[src/rtl/post_gain_stage_if.sv]
// post_gain_stage_if: sample, gain and clip signals between the effects
// pipeline and the output gain stage.
interface post_gain_stage_if #(
  parameter int DATA_W = 16,
  parameter int GAIN_W = 16
) ();
  logic                     i_valid;
  logic signed [DATA_W-1:0] i_sample;
  logic        [GAIN_W-1:0] i_gain;
  logic                     i_clip_clr;
  logic                     o_valid;
  logic signed [DATA_W-1:0] o_sample;
  logic        [GAIN_W-1:0] o_gain_cur;
  logic                     o_clip;
  logic                     o_clip_sticky;

  // Gain stage view
  modport slave (
    input  i_valid, i_sample, i_gain, i_clip_clr,
    output o_valid, o_sample, o_gain_cur, o_clip, o_clip_sticky
  );

  // Effects pipeline / sink view
  modport master (
    output i_valid, i_sample, i_gain, i_clip_clr,
    input  o_valid, o_sample, o_gain_cur, o_clip, o_clip_sticky
  );
endinterface

[src/rtl/post_gain_stage.sv]
// post_gain_stage: registered saturating fixed-point gain with optional
// gain slewing and clip reporting.
// Optional feature macro: POST_GAIN_RAMP_EN -- when defined the applied gain
// moves toward i_gain by at most RAMP_STEP per accepted sample; otherwise it
// loads i_gain directly on every accepted sample.
module post_gain_stage #(
  parameter int DATA_W    = 16,
  parameter int GAIN_W    = 16,
  parameter int GAIN_FRAC = 4,
  parameter int RAMP_STEP = 1
) (
  input logic              clk,
  input logic              rst,
  post_gain_stage_if.slave bus
);

  localparam int PROD_W = DATA_W + GAIN_W + 1;
  localparam logic [GAIN_W-1:0] GAIN_UNITY = GAIN_W'(1) << GAIN_FRAC;
  localparam logic signed [PROD_W-1:0] SAT_MAX =
    {{(PROD_W-DATA_W+1){1'b0}}, {(DATA_W-1){1'b1}}};
  localparam logic signed [PROD_W-1:0] SAT_MIN =
    {{(PROD_W-DATA_W+1){1'b1}}, {(DATA_W-1){1'b0}}};

`ifdef POST_GAIN_RAMP_EN
  localparam logic [GAIN_W-1:0] STEP = GAIN_W'(RAMP_STEP);
`else
  // An unbounded step makes gain_cur land on i_gain in a single move.
  localparam logic [GAIN_W-1:0] STEP = {GAIN_W{1'b1}} | GAIN_W'(RAMP_STEP);
`endif

  logic        [GAIN_W-1:0] gain_cur;
  logic        [GAIN_W-1:0] gain_next;
  logic        [GAIN_W-1:0] gain_diff;
  logic                     s1_valid;
  logic signed [DATA_W-1:0] s1_sample;
  logic signed [PROD_W-1:0] mul_a;
  logic signed [PROD_W-1:0] mul_b;
  logic                     s2_valid;
  logic signed [PROD_W-1:0] s2_prod;
  logic signed [PROD_W-1:0] shifted;
  logic signed [DATA_W-1:0] sat;
  logic                     clip;
  logic                     out_valid;
  logic signed [DATA_W-1:0] out_sample;
  logic                     out_clip;
  logic                     sticky;

  // Move the applied gain toward the target by at most STEP.
  always_comb begin
    gain_next = gain_cur;
    gain_diff = '0;
    if (gain_cur < bus.i_gain) begin
      gain_diff = bus.i_gain - gain_cur;
      gain_next = gain_cur + ((gain_diff > STEP) ? STEP : gain_diff);
    end else if (gain_cur > bus.i_gain) begin
      gain_diff = gain_cur - bus.i_gain;
      gain_next = gain_cur - ((gain_diff > STEP) ? STEP : gain_diff);
    end
  end

  // Stage 1: capture the sample and update the applied gain on each strobe.
  always_ff @(posedge clk or negedge rst) begin
    if (!rst) begin
      s1_valid  <= 1'b0;
      s1_sample <= '0;
      gain_cur  <= GAIN_UNITY;
    end else begin
      s1_valid <= bus.i_valid;
      if (bus.i_valid) begin
        s1_sample <= bus.i_sample;
        gain_cur  <= gain_next;
      end
    end
  end

  // Full-width operands: signed sample times zero-extended unsigned gain.
  assign mul_a = PROD_W'(s1_sample);
  assign mul_b = PROD_W'($signed({1'b0, gain_cur}));

  // Stage 2: register the untruncated product.
  always_ff @(posedge clk or negedge rst) begin
    if (!rst) begin
      s2_valid <= 1'b0;
      s2_prod  <= '0;
    end else begin
      s2_valid <= s1_valid;
      if (s1_valid) begin
        s2_prod <= mul_a * mul_b;
      end
    end
  end

  // Drop fraction bits (arithmetic shift floors) and clamp to sample range.
  always_comb begin
    shifted = s2_prod >>> GAIN_FRAC;
    sat     = shifted[DATA_W-1:0];
    clip    = 1'b0;
    if (shifted > SAT_MAX) begin
      sat  = SAT_MAX[DATA_W-1:0];
      clip = 1'b1;
    end else if (shifted < SAT_MIN) begin
      sat  = SAT_MIN[DATA_W-1:0];
      clip = 1'b1;
    end
  end

  // Output register and sticky clip; a set (loading or showing a clip) beats a clear.
  always_ff @(posedge clk or negedge rst) begin
    if (!rst) begin
      out_valid  <= 1'b0;
      out_sample <= '0;
      out_clip   <= 1'b0;
      sticky     <= 1'b0;
    end else begin
      out_valid <= s2_valid;
      if (s2_valid) begin
        out_sample <= sat;
        out_clip   <= clip;
      end
      sticky <= (s2_valid & clip) | (out_valid & out_clip) |
                (sticky & ~bus.i_clip_clr);
    end
  end

  assign bus.o_valid       = out_valid;
  assign bus.o_sample      = out_sample;
  assign bus.o_clip        = out_clip;
  assign bus.o_clip_sticky = sticky;
  assign bus.o_gain_cur    = gain_cur;

endmodule

[src/flat_wrapper.sv]
// flat-port wrapper written by rule: the top's interface ports become plain ports
module post_gain_stage_flat 
#(
  parameter int DATA_W    = 16,
  parameter int GAIN_W    = 16,
  parameter int GAIN_FRAC = 4,
  parameter int RAMP_STEP = 1
)
  (clk, rst, bus_i_valid, bus_i_sample, bus_i_gain, bus_i_clip_clr, bus_o_valid, bus_o_sample, bus_o_gain_cur, bus_o_clip, bus_o_clip_sticky);
  post_gain_stage_if #(.DATA_W(DATA_W), .GAIN_W(GAIN_W)) bus_i ();
  input logic clk;
  input logic rst;
  input wire logic [$bits(bus_i.i_valid)-1:0] bus_i_valid;
  input wire logic [$bits(bus_i.i_sample)-1:0] bus_i_sample;
  input wire logic [$bits(bus_i.i_gain)-1:0] bus_i_gain;
  input wire logic [$bits(bus_i.i_clip_clr)-1:0] bus_i_clip_clr;
  output wire logic [$bits(bus_i.o_valid)-1:0] bus_o_valid;
  output wire logic [$bits(bus_i.o_sample)-1:0] bus_o_sample;
  output wire logic [$bits(bus_i.o_gain_cur)-1:0] bus_o_gain_cur;
  output wire logic [$bits(bus_i.o_clip)-1:0] bus_o_clip;
  output wire logic [$bits(bus_i.o_clip_sticky)-1:0] bus_o_clip_sticky;
  assign bus_i.i_valid = bus_i_valid;
  assign bus_i.i_sample = bus_i_sample;
  assign bus_i.i_gain = bus_i_gain;
  assign bus_i.i_clip_clr = bus_i_clip_clr;
  assign bus_o_valid = bus_i.o_valid;
  assign bus_o_sample = bus_i.o_sample;
  assign bus_o_gain_cur = bus_i.o_gain_cur;
  assign bus_o_clip = bus_i.o_clip;
  assign bus_o_clip_sticky = bus_i.o_clip_sticky;
  post_gain_stage #(.DATA_W(DATA_W), .GAIN_W(GAIN_W), .GAIN_FRAC(GAIN_FRAC), .RAMP_STEP(RAMP_STEP)) u_core (.clk(clk), .rst(rst), .bus(bus_i));
endmodule
[config.mk]
export PLATFORM = sky130hd
export DESIGN_NAME = post_gain_stage_flat
export DESIGN_NICKNAME = d
export VERILOG_FILES = /design/src/rtl/post_gain_stage_if.sv /design/src/rtl/post_gain_stage.sv /design/src/flat_wrapper.sv
export SDC_FILE = /design/constraint.sdc
export NUM_CORES = 1
export LEC_CHECK = 0
export ABC_AREA = 1
export BUFFER_PORTS_ARGS = -buffer_cell sky130_fd_sc_hd__buf_2
export CELL_PAD_IN_SITES_DETAIL_PLACEMENT = 1
export CELL_PAD_IN_SITES_GLOBAL_PLACEMENT = 2
export CORE_MARGIN = 2
export CORE_UTILIZATION = 34
export DETAILED_ROUTE_END_ITERATION = 7
export HOLD_SLACK_MARGIN = 0.05
export PLACE_DENSITY_LB_ADDON = 0.1
export SLEW_MARGIN = 5
export SYNTH_ARGS = -nofsm -noshare
export SYNTH_HDL_FRONTEND = slang
export SYNTH_SLANG_ARGS = --single-unit
export TNS_END_PERCENT = 20
[constraint.sdc]
create_clock -name clk -period 6.3 [get_ports clk]
set_clock_uncertainty 0.05 [all_clocks]
set_input_delay 0.315 -clock clk [delete_from_list [all_inputs] [get_ports clk]]
set_output_delay 0.315 -clock clk [all_outputs]
set_load 0.02 [all_outputs]
==> flow_summary.yaml, run 1 <==
run_status:
  status: "completed"
die:
  io_pins: 71
  die-height_um: 215
  core.rowCount: 77
  initial_core_util_pct: 34.3
  fp.coreArea_mm2: 0.0441
  die_area_mm2: 0.0462
  dieWidth_um: 215
critical_path:
  regToRegStartpoint: "u_core.bus.o_gain_cur[10]"
  cp_max_fo: 11
  reg2reg_depth: 21
  crit_path_start_kind: "register"
  r2r-end: "u_core.s2_prod[30]"
  worstPathArrival_ps: 6180
  rrSetupSlack_ps: 290
  crit_chain: "buf_4, buf_4, inv_1, nand2_1, fa_1, inv_1, fa_1, fa_1, fa_1, ha_1, ha_1, ha_1, nand2_1, nor2_2, inv_1, nor3_2, nand4_1, nand2_1, nand2_1, nand3_1, o21ai_0"
  max_stage_delay_ps: 570
  crit_required_ps: 6480
  critPathSlowestCell: "fa_1"
  startpoint: "u_core.bus.o_gain_cur[10]"
  crit_type: "reg2reg"
  critPathCaptureType: "register"
final_layout:
  seq_area_mm2: 0.00209
  final_cells: 2699
  nNetsFinal: 2499
  multi_input_area_mm2: 0.0109
  synthToLayoutAreaGrowth_pct: 11.7
  fill_cells: 5531
  final_util_pct: 38.3
  layout-drive-gt1-share_pct: 13.2
clock_tree:
  clock-sinks: 82
  clk_path_buf_depth: 2
  clkLatencyLatePin_ps: 390
  cts_tree: "yes"
  cts-htree-levels: 3
  root_buffer: "clkbuf_16"
  cts_buffers: 9
  clk_pin_slew_ps: 70
placement:
  place_inst: 2670
  hpwlAfterDp_um: 40200
  place_congestion: 0.852
  portBuffers: 70
synthesis:
  synthesis.area_mm2: 0.0151
  ys_seq_elements: 82
  ys_types: 53
  yosysSeqAreaShare_pct: 13.6
  ys_warn_count: 0
  syn_area_per_cell_um2: 7.47
  syn_inst: 2027
  synth-edff-count: 0
  synth_nets: 2425
  synthArstFlopShare_pct: 100
  ys.flop_type: "dfrtp_1"
timing:
  fin_crit_ps: 6010
  worst_pin_slew_ps: 1060
  rsz0062_at_grt: "yes"
  drv_slew: 0
  fmax_mhz: 166
  finalCritPeriodShare_pct: 95.4
  finalHoldViolCount: 0
  setup_violations: 0
  slew_headroom_pct: 29.3
hold_path:
  hp-start: "bus_i_clip_clr"
  whs_path_depth: 2
  hold_end: "u_core.bus.o_clip_sticky"
  hold_path.class: "in2reg"
drt:
  vias: 12800
  drt_first_pass_iters: 5
  remaining_drc_errors: 0
  wire_per_inst_um: 17.4
  routed_wl_um: 47000
  drt_iter0_drc: 675
  viasPerCell: 4.74
  ant_nets: 0
global_route:
  grt-ovfl-total: 0
  grt_max_degree: 51
  antenna_found_initial: 0
  grt_pass1_vias: 13400
  grt_first_pass_wirelength_um: 75600
  grtUsageTotal_pct: 21.0
flow_run:
  drv_cap: 0
## worst max-delay path by stage
stage	end	depth (start not counted)	slack (ps)
3_3_place_gp	u_core.s2_prod[30]	22	20
6_report	u_core.s2_prod[30]	21	290
2_1_floorplan	u_core.s2_prod[26]	26	280
3_5_place_dp	u_core.s2_prod[30]	22	-30
5_1_grt	u_core.s2_prod[25]	26	4
4_1_cts	u_core.s2_prod[25]	24	30
## per-layer routing
metal | track usage (%) | vias up | wire length [µm]
li1 | - | 6223 | -
met1 | 30.8 | 6383 | 23200
met2 | 33.0 | 141 | 21600
met3 | 2.34 | 33 | 1310
met4 | 5.22 | 0 | 846
met5 | 0 | - | 0
## critical path, delay by kind of cell, from the launching register on
family | cells | cell delay [ps]
flip-flops | 1 | 560
adder cells (fa/ha/maj) | 7 | 3210
AND/OR/NAND/NOR | 8 | 1270
buffers and inverters | 5 | 650
AO/OA/AOI/OAI | 1 | 110
## metrics by stage
step / cell area (µm²) / hold WS [ps] / setup TNS, ps / worst slack [ps]
after global placement: 16400 / 307 / 0 / 24.4
final: 16900 / 81.7 / 0 / 293
after detailed placement: 16400 / 303 / -30.9 / -30.9
after CTS: 16700 / 56.8 / 0 / 30.1
after floorplan: 15100 / -30.6 / 0 / 276
after global routing: 16900 / 78.6 / 0 / 4.27
## area by class of cell
cell class	count	area share, %
inverter	500	11.1
antenna	1	0.0148
clock buffer	9	1.33
clock inverter	7	0.496
sequential	82	12.3
timing repair buffer	147	5.82
multi-input combinational	1361	64.5
tap	592	4.38
## Yosys cell counts (all sizes together) (3+ instances only)
| master | number | share of area [%] |
|---|---|---|
| mux2 | 15 | 1.1 |
| o21bai | 3 | 0.15 |
| xor2 | 28 | 1.6 |
| fa | 197 | 26 |
| a31oi | 12 | 0.50 |
| o21a | 8 | 0.40 |
| ha | 165 | 14 |
| nand2 | 523 | 13 |
| or2 | 12 | 0.50 |
| xnor2 | 18 | 1.0 |
| inv | 500 | 12 |
| a211oi | 3 | 0.15 |
| o211ai | 4 | 0.23 |
| nand3 | 54 | 1.9 |
| buf | 17 | 0.60 |
| clkbuf | 67 | 1.7 |
| a21oi | 91 | 3.1 |
| dfrtp | 81 | 13 |
| nor2 | 99 | 2.9 |
| a21o | 6 | 0.30 |
| nor4 | 5 | 0.21 |
| nor3 | 10 | 0.36 |
| nand4 | 19 | 0.93 |
| o21ai | 74 | 2.5 |
| a221oi | 3 | 0.17 |
## logic make-up after synthesis
kind of cell / Yosys count / synth area share (%)
buf+inv: 584 / 14.7
fa+ha+maj: 362 / 39.7
mux: 16 / 1.18
flops: 82 / 13.6
simple gates: 724 / 20.3
xor+xnor: 46 / 2.66
compound gates: 213 / 7.93
## registers in the layout, indices dropped and copies added (netlist names)
register and count:
u_core.bus.o_clip 1, u_core.s2_prod 29, u_core.bus.o_clip_sticky 1, u_core.s2_valid 1, u_core.s1_sample 16, u_core.bus.o_gain_cur 16, u_core.s1_valid 1, u_core.bus.o_sample 16
u_core.bus.o_valid 1
## repair_timing
item,CTS,global route
hold buffers,1,0
resized for setup,2,34
buffers inserted,0,11
endpoints found under the setup margin,1,12
hold endpoints to repair,31,0
## cell usage in the layout, fill, tap and decap left out, drive strengths merged, types with 18 or more instances in the layout
cell | netlist | final
nand4 | 19 | 19
fa | 197 | 197
xnor2 | 18 | 18
inv | 500 | 502
dfrtp | 81 | 81
ha | 165 | 165
xor2 | 28 | 28
a21oi | 91 | 91
nand3 | 54 | 54
nor2 | 99 | 99
nand2 | 523 | 523
buf | 17 | 146
o21ai | 74 | 74
Power of run 1 is left out: the tool's default activity adds up to more than one toggle a clock period on the data nets, which glitch-free logic cannot reach.
==> run 2, diff against run 1 <==
--- a/config.mk
+++ b/config.mk
@@ -7,13 +7,12 @@
 export LEC_CHECK = 0
 export ABC_AREA = 1
 export BUFFER_PORTS_ARGS = -buffer_cell sky130_fd_sc_hd__buf_2
-export CELL_PAD_IN_SITES_DETAIL_PLACEMENT = 1
-export CELL_PAD_IN_SITES_GLOBAL_PLACEMENT = 2
 export CORE_MARGIN = 2
-export CORE_UTILIZATION = 34
+export CORE_UTILIZATION = 35
 export DETAILED_ROUTE_END_ITERATION = 7
 export HOLD_SLACK_MARGIN = 0.05
 export PLACE_DENSITY_LB_ADDON = 0.1
+export RECOVER_POWER = 100
 export SLEW_MARGIN = 5
 export SYNTH_ARGS = -nofsm -noshare
 export SYNTH_HDL_FRONTEND = slang
==> run 2 against run 1 <==
The run now ends with capacitance limit, slew limit left; critical path depth is 2 higher; register-to-register slack got worse by 30 ps; first-iteration DRC count up 10%; global-route usage is 1.1 points lower; cell count is 0.56% higher; non-clock buffer count is 23 higher; cell area barely moved; worst hold slack gained 16 ps; fmax is 0.46% lower; clock-buffer cell count rose by 2; critical endpoint is now u_core.s2_prod[28]; highest routed layer unchanged.
==> flow_summary.yaml, run 2 (synthesis gave the netlist of run 1 again) <==
critical_path:
  crit_path_start_kind: "register"
  worst-path-buf-inv: 8
  cp_top_family: "adder cells"
  crit_type: "reg2reg"
  regToRegStartpoint: "u_core.s1_sample[6]"
  max_stage_delay_ps: 540
  worstPathArrival_ps: 6220
  rrSetupSlack_ps: 270
  crit_chain: "buf_4, nand2_1, inv_1, fa_1, inv_1, fa_1, fa_1, inv_1, fa_1, fa_1, inv_1, fa_1, inv_1, ha_1, a21oi_1, inv_1, a31oi_1, buf_4, o21ai_0, a221oi_1, nand3b_1, nand3_1, o21ai_0"
  critPathCaptureType: "register"
  critPathSlowestCell: "fa_1"
  r2r-end: "u_core.s2_prod[28]"
  cp_max_fo: 10
  crit_required_ps: 6490
  reg2reg_depth: 23
drt:
  viasPerCell: 4.65
  ant_nets: 0
  remaining_drc_errors: 0
  routed_wl_um: 42800
  met2RoutedLength_um: 19900
  wl_met1_um: 21400
  top_layer_used: "met4"
  met3_length_um: 1130
  vias: 12600
  drt_iter0_drc: 744
  drt_first_pass_iters: 7
  wire_per_inst_um: 15.8
clock_tree:
  root_buffer: "clkbuf_16"
  cts-htree-levels: 3
  clock-sinks: 82
  clk_path_buf_depth: 2
  clk_pin_slew_ps: 80
  cts_buffers: 9
  clkLatencyLatePin_ps: 380
  cts_tree: "yes"
hold_path:
  whs_path_depth: 3
  hp-start: "bus_i_sample[15]"
  hold_path.class: "in2reg"
  hold_end: "u_core.s1_sample[15]"
run_status:
  violations: "capacitance limit, slew limit"
  status: "complete, but fails checks"
die:
  fp.coreArea_mm2: 0.0429
  die-height_um: 212
  die_area_mm2: 0.0449
  dieWidth_um: 212
  initial_core_util_pct: 35.3
  io_pins: 71
  core.rowCount: 76
final_layout:
  layout-drive-gt1-share_pct: 11.5
  nNetsFinal: 2522
  final_cells: 2714
  diodes: 0
  largest-register: "u_core.s2_prod"
  stdcell_area_mm2: 0.0169
  layout_commonest_cell: "nand2_1"
  final_cell_mix: "nand2_1, inv_1, fa_1, ha_1, a21oi_1"
  synthToLayoutAreaGrowth_pct: 11.7
  largest_reg_flops: 29
timing:
  rsz0062_at_grt: "no"
  fmax_mhz: 166
  setup_violations: 0
  drv_slew: 105
  slew_headroom_pct: -80.4
  finalHoldViolCount: 0
  finalCritPeriodShare_pct: 95.8
  fin_crit_ps: 6030
  tns_ps: 0
  worst_pin_slew_ps: 2710
placement:
  hpwlAfterDp_um: 36600
  place_congestion: 0.857
  portBuffers: 70
  place_inst: 2693
  postPlaceCellArea_mm2: 0.0166
global_route:
  grtUsageTotal_pct: 19.9
  antenna_found_initial: 1
  grt_max_degree: 49
  grt-ovfl-total: 0
  grt_pass1_vias: 12500
  grt_first_pass_wirelength_um: 68500
flow_run:
  drv_cap: 3
[run 2: through the flow]
step           setup slack, ps  utilization (%)  hold slack, ps
3_5_place_dp               119             38.8             272
5_1_grt                  0.930             39.4            83.7
4_1_cts                   96.6             39.5            78.6
6_report                   265             39.4            97.6
2_1_floorplan              276                -           -30.6
3_3_place_gp               139             38.8             265
[run 2: area by class of cell]
type | count | area, µm²
multi-input combinational | 1361 | 10900
sequential | 82 | 2080
clock buffer | 11 | 243
inverter | 500 | 1880
clock inverter | 5 | 38.8
timing repair buffer | 170 | 1070
tap | 585 | 732
fill | 4620 | 26000
[run 2: how the worst max path moves through the flow]
stage | startpoint | endpoint | slack (ps) | cells after the start
after detailed placement | u_core.bus.o_gain_cur[6] | u_core.s2_prod[26] | 120 | 27
after CTS | u_core.bus.o_gain_cur[6] | u_core.s2_prod[26] | 100 | 27
after global routing | u_core.s1_sample[14] | u_core.s2_prod[28] | 0.9 | 20
after floorplan | u_core.bus.o_gain_cur[8] | u_core.s2_prod[26] | 280 | 26
final | u_core.s1_sample[6] | u_core.s2_prod[28] | 270 | 23
after global placement | u_core.s1_sample[6] | u_core.s2_prod[30] | 140 | 24
[run 2: layer usage]
metal / global-route usage (%) / vias up
met5: 0 / -
met4: 2.96 / 0
met3: 2.23 / 16
met2: 31.8 / 151
met1: 29.4 / 6179
li1: - / 6261
[run 2: worst reg2reg max path, stage by stage (launching register included)]
cell and delay, ps:
dfrtp_2 510, buf_4 220, nand2_1 60, inv_1 50, fa_1 530, inv_1 60, fa_1 500, fa_1 510
inv_1 50, fa_1 470, fa_1 540, inv_1 50, fa_1 520, inv_1 40, ha_1 370, a21oi_1 160
inv_1 90, a31oi_1 210, buf_4 170, o21ai_0 120, a221oi_1 320, nand3b_1 120, nand3_1 110, o21ai_0 90
[run 2: repair_timing]
| action | CTS | global route |
|---|---|---|
| gates resized for setup | 0 | 22 |
| endpoints found under the hold margin | 33 | 0 |
| buffers inserted | 0 | 4 |
| endpoints found under the setup margin | 0 | 10 |
| hold buffers | 1 | 0 |
Power of run 2 is left out for the same reason.
